==> src/rtl/uart_cmd_decoder.sv <==
// rtl/uart_cmd_decoder.sv - frames uart_rx bytes (sync, opcode, addr, data) into a valid/ready command.
// Optional checksum byte (opcode ^ addr ^ data) when UART_CMD_CHECKSUM_EN is defined.
module uart_cmd_decoder #(
    parameter logic [7:0] SYNC_BYTE      = 8'h7E,
    parameter int         TIMEOUT_CYCLES = 52080,
    parameter int         TIMEOUT_W      = 16
) (
    input  logic       i_clock,
    input  logic       i_reset,
    input  logic [7:0] i_rx_data,
    input  logic       i_rx_done,
    output logic [7:0] o_cmd_opcode,
    output logic [7:0] o_cmd_addr,
    output logic [7:0] o_cmd_data,
    output logic       o_cmd_valid,
    input  logic       i_cmd_ready,
    output logic       o_frame_error,
    output logic       o_overrun
);

`ifdef UART_CMD_CHECKSUM_EN
    typedef enum logic [2:0] {S_IDLE, S_OPC, S_ADR, S_DAT, S_CHK, S_HOLD} state_t;
`else
    typedef enum logic [2:0] {S_IDLE, S_OPC, S_ADR, S_DAT, S_HOLD} state_t;
`endif

    state_t               r_state;
    logic                 r_rx_done_q;
    logic [TIMEOUT_W-1:0] r_timer;
    logic [7:0]           r_opc;
    logic [7:0]           r_adr;
`ifdef UART_CMD_CHECKSUM_EN
    logic [7:0]           r_dat;
`endif

    logic w_strb;
    logic w_expired;
    logic w_in_frame;

    // A held-high done produces a single strobe on its rising edge.
    assign w_strb    = i_rx_done & ~r_rx_done_q;
    assign w_expired = (r_timer == TIMEOUT_W'(TIMEOUT_CYCLES - 1));
`ifdef UART_CMD_CHECKSUM_EN
    assign w_in_frame = (r_state == S_OPC) || (r_state == S_ADR) ||
                        (r_state == S_DAT) || (r_state == S_CHK);
`else
    assign w_in_frame = (r_state == S_OPC) || (r_state == S_ADR) ||
                        (r_state == S_DAT);
`endif

    always_ff @(posedge i_clock) begin
        if (i_reset) begin
            r_state       <= S_IDLE;
            r_rx_done_q   <= 1'b0;
            r_timer       <= '0;
            r_opc         <= 8'h00;
            r_adr         <= 8'h00;
`ifdef UART_CMD_CHECKSUM_EN
            r_dat         <= 8'h00;
`endif
            o_cmd_opcode  <= 8'h00;
            o_cmd_addr    <= 8'h00;
            o_cmd_data    <= 8'h00;
            o_cmd_valid   <= 1'b0;
            o_frame_error <= 1'b0;
            o_overrun     <= 1'b0;
        end else begin
            r_rx_done_q   <= i_rx_done;
            o_frame_error <= 1'b0;
            o_overrun     <= 1'b0;

            // Inter-byte watchdog; a strobe in the expiry cycle takes priority.
            if (w_in_frame) begin
                if (w_strb) begin
                    r_timer <= '0;
                end else if (w_expired) begin
                    r_timer       <= '0;
                    o_frame_error <= 1'b1;
                    r_state       <= S_IDLE;
                end else begin
                    r_timer <= r_timer + TIMEOUT_W'(1);
                end
            end else begin
                r_timer <= '0;
            end

            case (r_state)
                S_IDLE: begin
                    if (w_strb && (i_rx_data == SYNC_BYTE))
                        r_state <= S_OPC;
                end
                S_OPC: begin
                    if (w_strb) begin
                        r_opc   <= i_rx_data;
                        r_state <= S_ADR;
                    end
                end
                S_ADR: begin
                    if (w_strb) begin
                        r_adr   <= i_rx_data;
                        r_state <= S_DAT;
                    end
                end
`ifdef UART_CMD_CHECKSUM_EN
                S_DAT: begin
                    if (w_strb) begin
                        r_dat   <= i_rx_data;
                        r_state <= S_CHK;
                    end
                end
                S_CHK: begin
                    if (w_strb) begin
                        if (i_rx_data == (r_opc ^ r_adr ^ r_dat)) begin
                            o_cmd_opcode <= r_opc;
                            o_cmd_addr   <= r_adr;
                            o_cmd_data   <= r_dat;
                            o_cmd_valid  <= 1'b1;
                            r_state      <= S_HOLD;
                        end else begin
                            o_frame_error <= 1'b1;
                            r_state       <= S_IDLE;
                        end
                    end
                end
`else
                S_DAT: begin
                    if (w_strb) begin
                        o_cmd_opcode <= r_opc;
                        o_cmd_addr   <= r_adr;
                        o_cmd_data   <= i_rx_data;
                        o_cmd_valid  <= 1'b1;
                        r_state      <= S_HOLD;
                    end
                end
`endif
                S_HOLD: begin
                    // Bytes arriving while a frame is held are dropped, including on the transfer cycle.
                    if (w_strb)
                        o_overrun <= 1'b1;
                    if (i_cmd_ready) begin
                        o_cmd_valid <= 1'b0;
                        r_state     <= S_IDLE;
                    end
                end
                default: r_state <= S_IDLE;
            endcase
        end
    end

endmodule

==> config.mk <==
export PLATFORM = sky130hd
export DESIGN_NAME = uart_cmd_decoder
export DESIGN_NICKNAME = d
export VERILOG_FILES = /design/src/rtl/uart_cmd_decoder.sv
export SDC_FILE = /design/constraint.sdc
export NUM_CORES = 1
export LEC_CHECK = 0
export CORE_MARGIN = 5
export CORE_UTILIZATION = 50
export CTS_BUF_LIST = sky130_fd_sc_hd__clkbuf_2
export DETAILED_ROUTE_END_ITERATION = 10
export DONT_BUFFER_PORTS = 1
export SLEW_MARGIN = 20
export SYNTH_ARGS = -nofsm -noshare
export SYNTH_HDL_FRONTEND = slang
export SYNTH_SLANG_ARGS = --single-unit
==> constraint.sdc <==
create_clock -name i_clock -period 3.4 [get_ports i_clock]
set_clock_uncertainty 0.2 [all_clocks]
set_input_delay 0.68 -clock i_clock [delete_from_list [all_inputs] [get_ports i_clock]]
set_output_delay 0.68 -clock i_clock [all_outputs]
set_load 0.05 [all_outputs]
# Yosys cells after proc, flatten, opt, wreduce, memory -nomap -nowiden
# Cells that the tools add are included.
# word_totals
register_bits,63
in_bits,12
wordCells,50
# classes
n_addsub,1
n_eq_ne,8
muxes,14
bitwise_logic,4
reduce_logical,12
# ops
operator,n
3-bit 2-to-1 mux,8
"16-bit by 1-bit adder with 16-bit output, second input constant",1
"16-bit equality test, second input constant",1
3-bit case mux with 5 select lines,1
"8-bit by 7-bit equality test with 1-bit output, second input constant",1
"3-bit by 2-bit equality test with 1-bit output, second input constant",2
2-bit AND reduction,3
1-bit 2-to-1 mux,4
"2-bit inequality test, second input constant",2
4-bit OR reduction,1
"3-bit by 1-bit equality test with 1-bit output, second input constant",1
"3-bit equality test, second input constant",1
3-bit zero test,1
1-bit inverter,3
3-bit AND reduction,1
3-bit OR reduction,1
1-bit logical OR,2
1-bit case mux with 2 select lines,1
2-bit nonzero test,1
2-bit OR reduction,1
1-bit AND,1
1-bit logical AND,1

# Longest topological paths before layout
# logic_depth
ltp_word,6
ltp_mapped,6

# Worst setup path after synthesis
# Ideal clock, no wire load.
# synth_path
path_kind,input -> register
startpoint,input port i_rx_done
endpoint,register r_state[0]
setup_ns,0.086
arrival_ns,1.562
t_required_ns,3.114
path_slack_ns,1.551
cell_stages,4
cell_sequence,nor3b_4 > inv_2 > o41a_1 > a221oi_2
# synth_between
elab_chain_len,5
elab_cells_between_ends,10
classes_between,mux (8); bitwise (1); reduce/logical (1)
# synth_lines
element,line,text
start: declaration,11,"input logic i_rx_done,"
1-bit AND (*),41,assign w_strb = i_rx_done & ~r_rx_done_q;
3-bit 2-to-1 mux,74,if (w_strb) begin
3-bit 2-to-1 mux,73,if (w_in_frame) begin
"3-bit 2-to-1 mux, on equally long branches",n/a,
3-bit case mux with 5 select lines (*),87,case (r_state)
end signal: assignment,79,r_state <= S_IDLE;
end signal: assignment,90,r_state <= S_OPC;
end signal: assignment,142,r_state <= S_IDLE;
end: declaration,27,state_t r_state;
# Mark *: on every way between the ends. The rest lies on a longest branch, timed or not.
# A chain may end at the register's enable or synchronous reset.

# Final worst setup path
# layout_path
startpoint,register o_cmd_addr[2]
endpoint,output port o_cmd_addr[2]
# layout_rtl
element,line,text
start: declaration,13,"output logic [7:0] o_cmd_addr,"
start signal: assignment,129,o_cmd_addr <= r_adr;
# No word-level cell between the ends.

==> run metrics <==
status=complete, no violations; Ports=39; synth cell count leaders=dfxtp_1, nand2_1, nor2_1; Port Buf Inserts=0; Die W=79.9 um; largest net degree at the start of global routing=27; core area=roughly 0.0047 sq mm; fin. max-slew vios=0; Total Wirelength=4990 um; final period utilization=60.6%; Iter 0 DRT Violations=81; area grow syn2layout=9.26%; Slew headroom=51.9%; Initial Util=51.8%; number of global-route vias before repair=1724; CTS tree=done; detailed-route DRC error count=0; share of layout cells above drive strength 1=between 8 and 9%; Final Hold Fails=0; Yosys reg bits=63; Hold WS=43.9 ps; latest clock arrival within the worst-skew pair=490 ps; cts bufs inserted=9; Worst setup EP type=output port; RSZ-0062 raised after global routing=false; wire per inst=approximately 14 um; Max IR drop VDD=245 uV; CP Launch Type=flip-flop; 1st-pass router iterations=4; fmax=486 MHz; sequential element share of the synthesized area=51.6%; dpl hpwl=3200 um; Synth top area share=between 50% and 60%; Synth area leader=dfxtp_1; clock buffer depth=2; Pwr per Cell Area=482 mW/mm^2; std cell rows=25; Final setup violation count=0; synthesized cell area=0.00244 sq mm; Gate power share=1.4%; RePlAce Congestion=around 0.8; Async SR Flop Fraction=0%; count leader, synth=dfxtp_1; grt ovf=0; dominant synthesized flop cell=dfxtp_1; die footprint=0.00639 sq mm; Worst Hold Class=input pin to flip-flop; vias per cell=~5.1; CTS clk-pin slew, worst paths=190 ps; Leakage Power=0.967 nW; Synth Instances=278; first-pass GRT wire length=8380 um; YS warnings=0; Sw Ratio=23.0%; syn avg cell area=around 8.8 sq um; data required time at the worst endpoint=between 2000 and 3000 ps; htree depth=3; min cycle time layout=2060 ps; antenna violations before repair=0; root buf cell=clkbuf_2; final setup TNS=0 ps; via count=1820; post-synthesis cell type count=36; Critical Path Fanout Max=2; Area contributors post-synth=dfxtp_1, nand2_1, mux2i_1; Post-layout nets=296; Clock power frac=41.1%; Tightest Pin Transition=719 ps; Antenna Cells=0; Post-CTS Setup Bufs=0; internal power=roughly 990 uW; Sink Count=63; Post-Syn Nets=291; Die Y-Extent=~80 um; Arr. time, crit path=approximately 1200 ps; Psw=roughly 300 uW; PostCTS Resize Cnt=0; Post-synth EDFFs=0; kind of critical path=flip-flop to output port; max-cap violations=0; gr usage total=between 15 and 20%; Reg power frac=57.5%; hold-fix buffers at CTS=4; Antenna Nets Post-Route=0
==> path summary, 6_finish.rpt <==
kind	start	endpoint	slack (ps)	cells after the start
worst max-delay path	o_cmd_addr[2]$_SDFFE_PP0P_	o_cmd_addr[2]	1340	0
worst min-delay path	i_reset	r_opc[7]$_SDFFE_PP0P_	40	1
worst max register to register	r_timer[0]$_SDFF_PP0_	r_timer[15]$_SDFF_PP0_	1370	5
worst min register to register	r_opc[6]$_SDFFE_PP0P_	o_cmd_opcode[6]$_SDFFE_PP0P_	260	2
==> metal layers <==
metal	wire (um)	global-route usage (%)
met5	0	0
met4	119	9.80
met3	337	5.53
met2	2230	26.8
met1	2300	20.7
==> area by class of cell <==
| type | count | area, sq um |
|---|---|---|
| tap | 67 | 83.8 |
| multi-input combinational | 196 | 1100 |
| clock inverter | 7 | 97.6 |
| clock buffer | 9 | 45.0 |
| inverter | 6 | 22.5 |
| timing repair buffer | 7 | 65.1 |
| fill | 454 | 2050 |
| sequential | 63 | 1260 |
==> cells in the final DEF (no fill, tap or decap), types with 2 or more instances in the layout <==
cell / instances
nand4b_1: 2
and4_1: 2
mux2i_1: 16
dlygate4sd3_1: 5
dfxtp_1: 63
nand3b_1: 2
nor3_1: 5
nor2b_1: 2
clkinv_4: 2
a21oi_1: 29
inv_2: 2
and3_1: 3
nand2_1: 53
buf_4: 2
xor2_1: 2
clkbuf_2: 9
bufinv_16: 2
xnor2_1: 10
clkinvlp_4: 2
nand3_1: 9
nand4_1: 6
nor2_1: 39
inv_1: 4
==> power groups by stage <==
stage               Clock, mW  Sequential, mW  Combinational [mW]
CTS                     0.544           0.741              0.0164
floorplan                   0           0.756              0.0138
detailed placement          0           0.756             0.00774
finish                  0.529           0.741              0.0184
global route            0.577           0.742              0.0200
global placement            0           0.756             0.00764
==> state kept, by name (all words and copies together), names as in the netlist <==
signal	flops
r_timer	16
r_rx_done_q	1
o_cmd_opcode	8
o_cmd_data	8
o_frame_error	1
o_cmd_valid	1
r_adr	8
o_cmd_addr	8
o_overrun	1
r_opc	8
r_state	3
==> metrics by stage <==
step	total power [mW]	utilization, %	worst slack, ps	instance area [sq um]	cells
after floorplan	0.770	-	1550	2440	278
after global placement	0.764	52.5	1260	2480	334
after detailed placement	0.764	52.5	1210	2480	334
after CTS	1.30	56.3	1290	2660	354
after global routing	1.34	56.6	1190	2670	355
final	1.29	56.6	1340	2670	355
==> cells by family after synthesis <==
group,count (synthesis),synth area share (%)
buf+inv,19,3.58
compound gates,36,8.75
simple gates,131,24.7
flops,63,51.6
mux,16,6.55
xor+xnor,12,4.30
fa+ha+maj,1,0.512
Note: power is estimated with default switching activity, not from simulation.
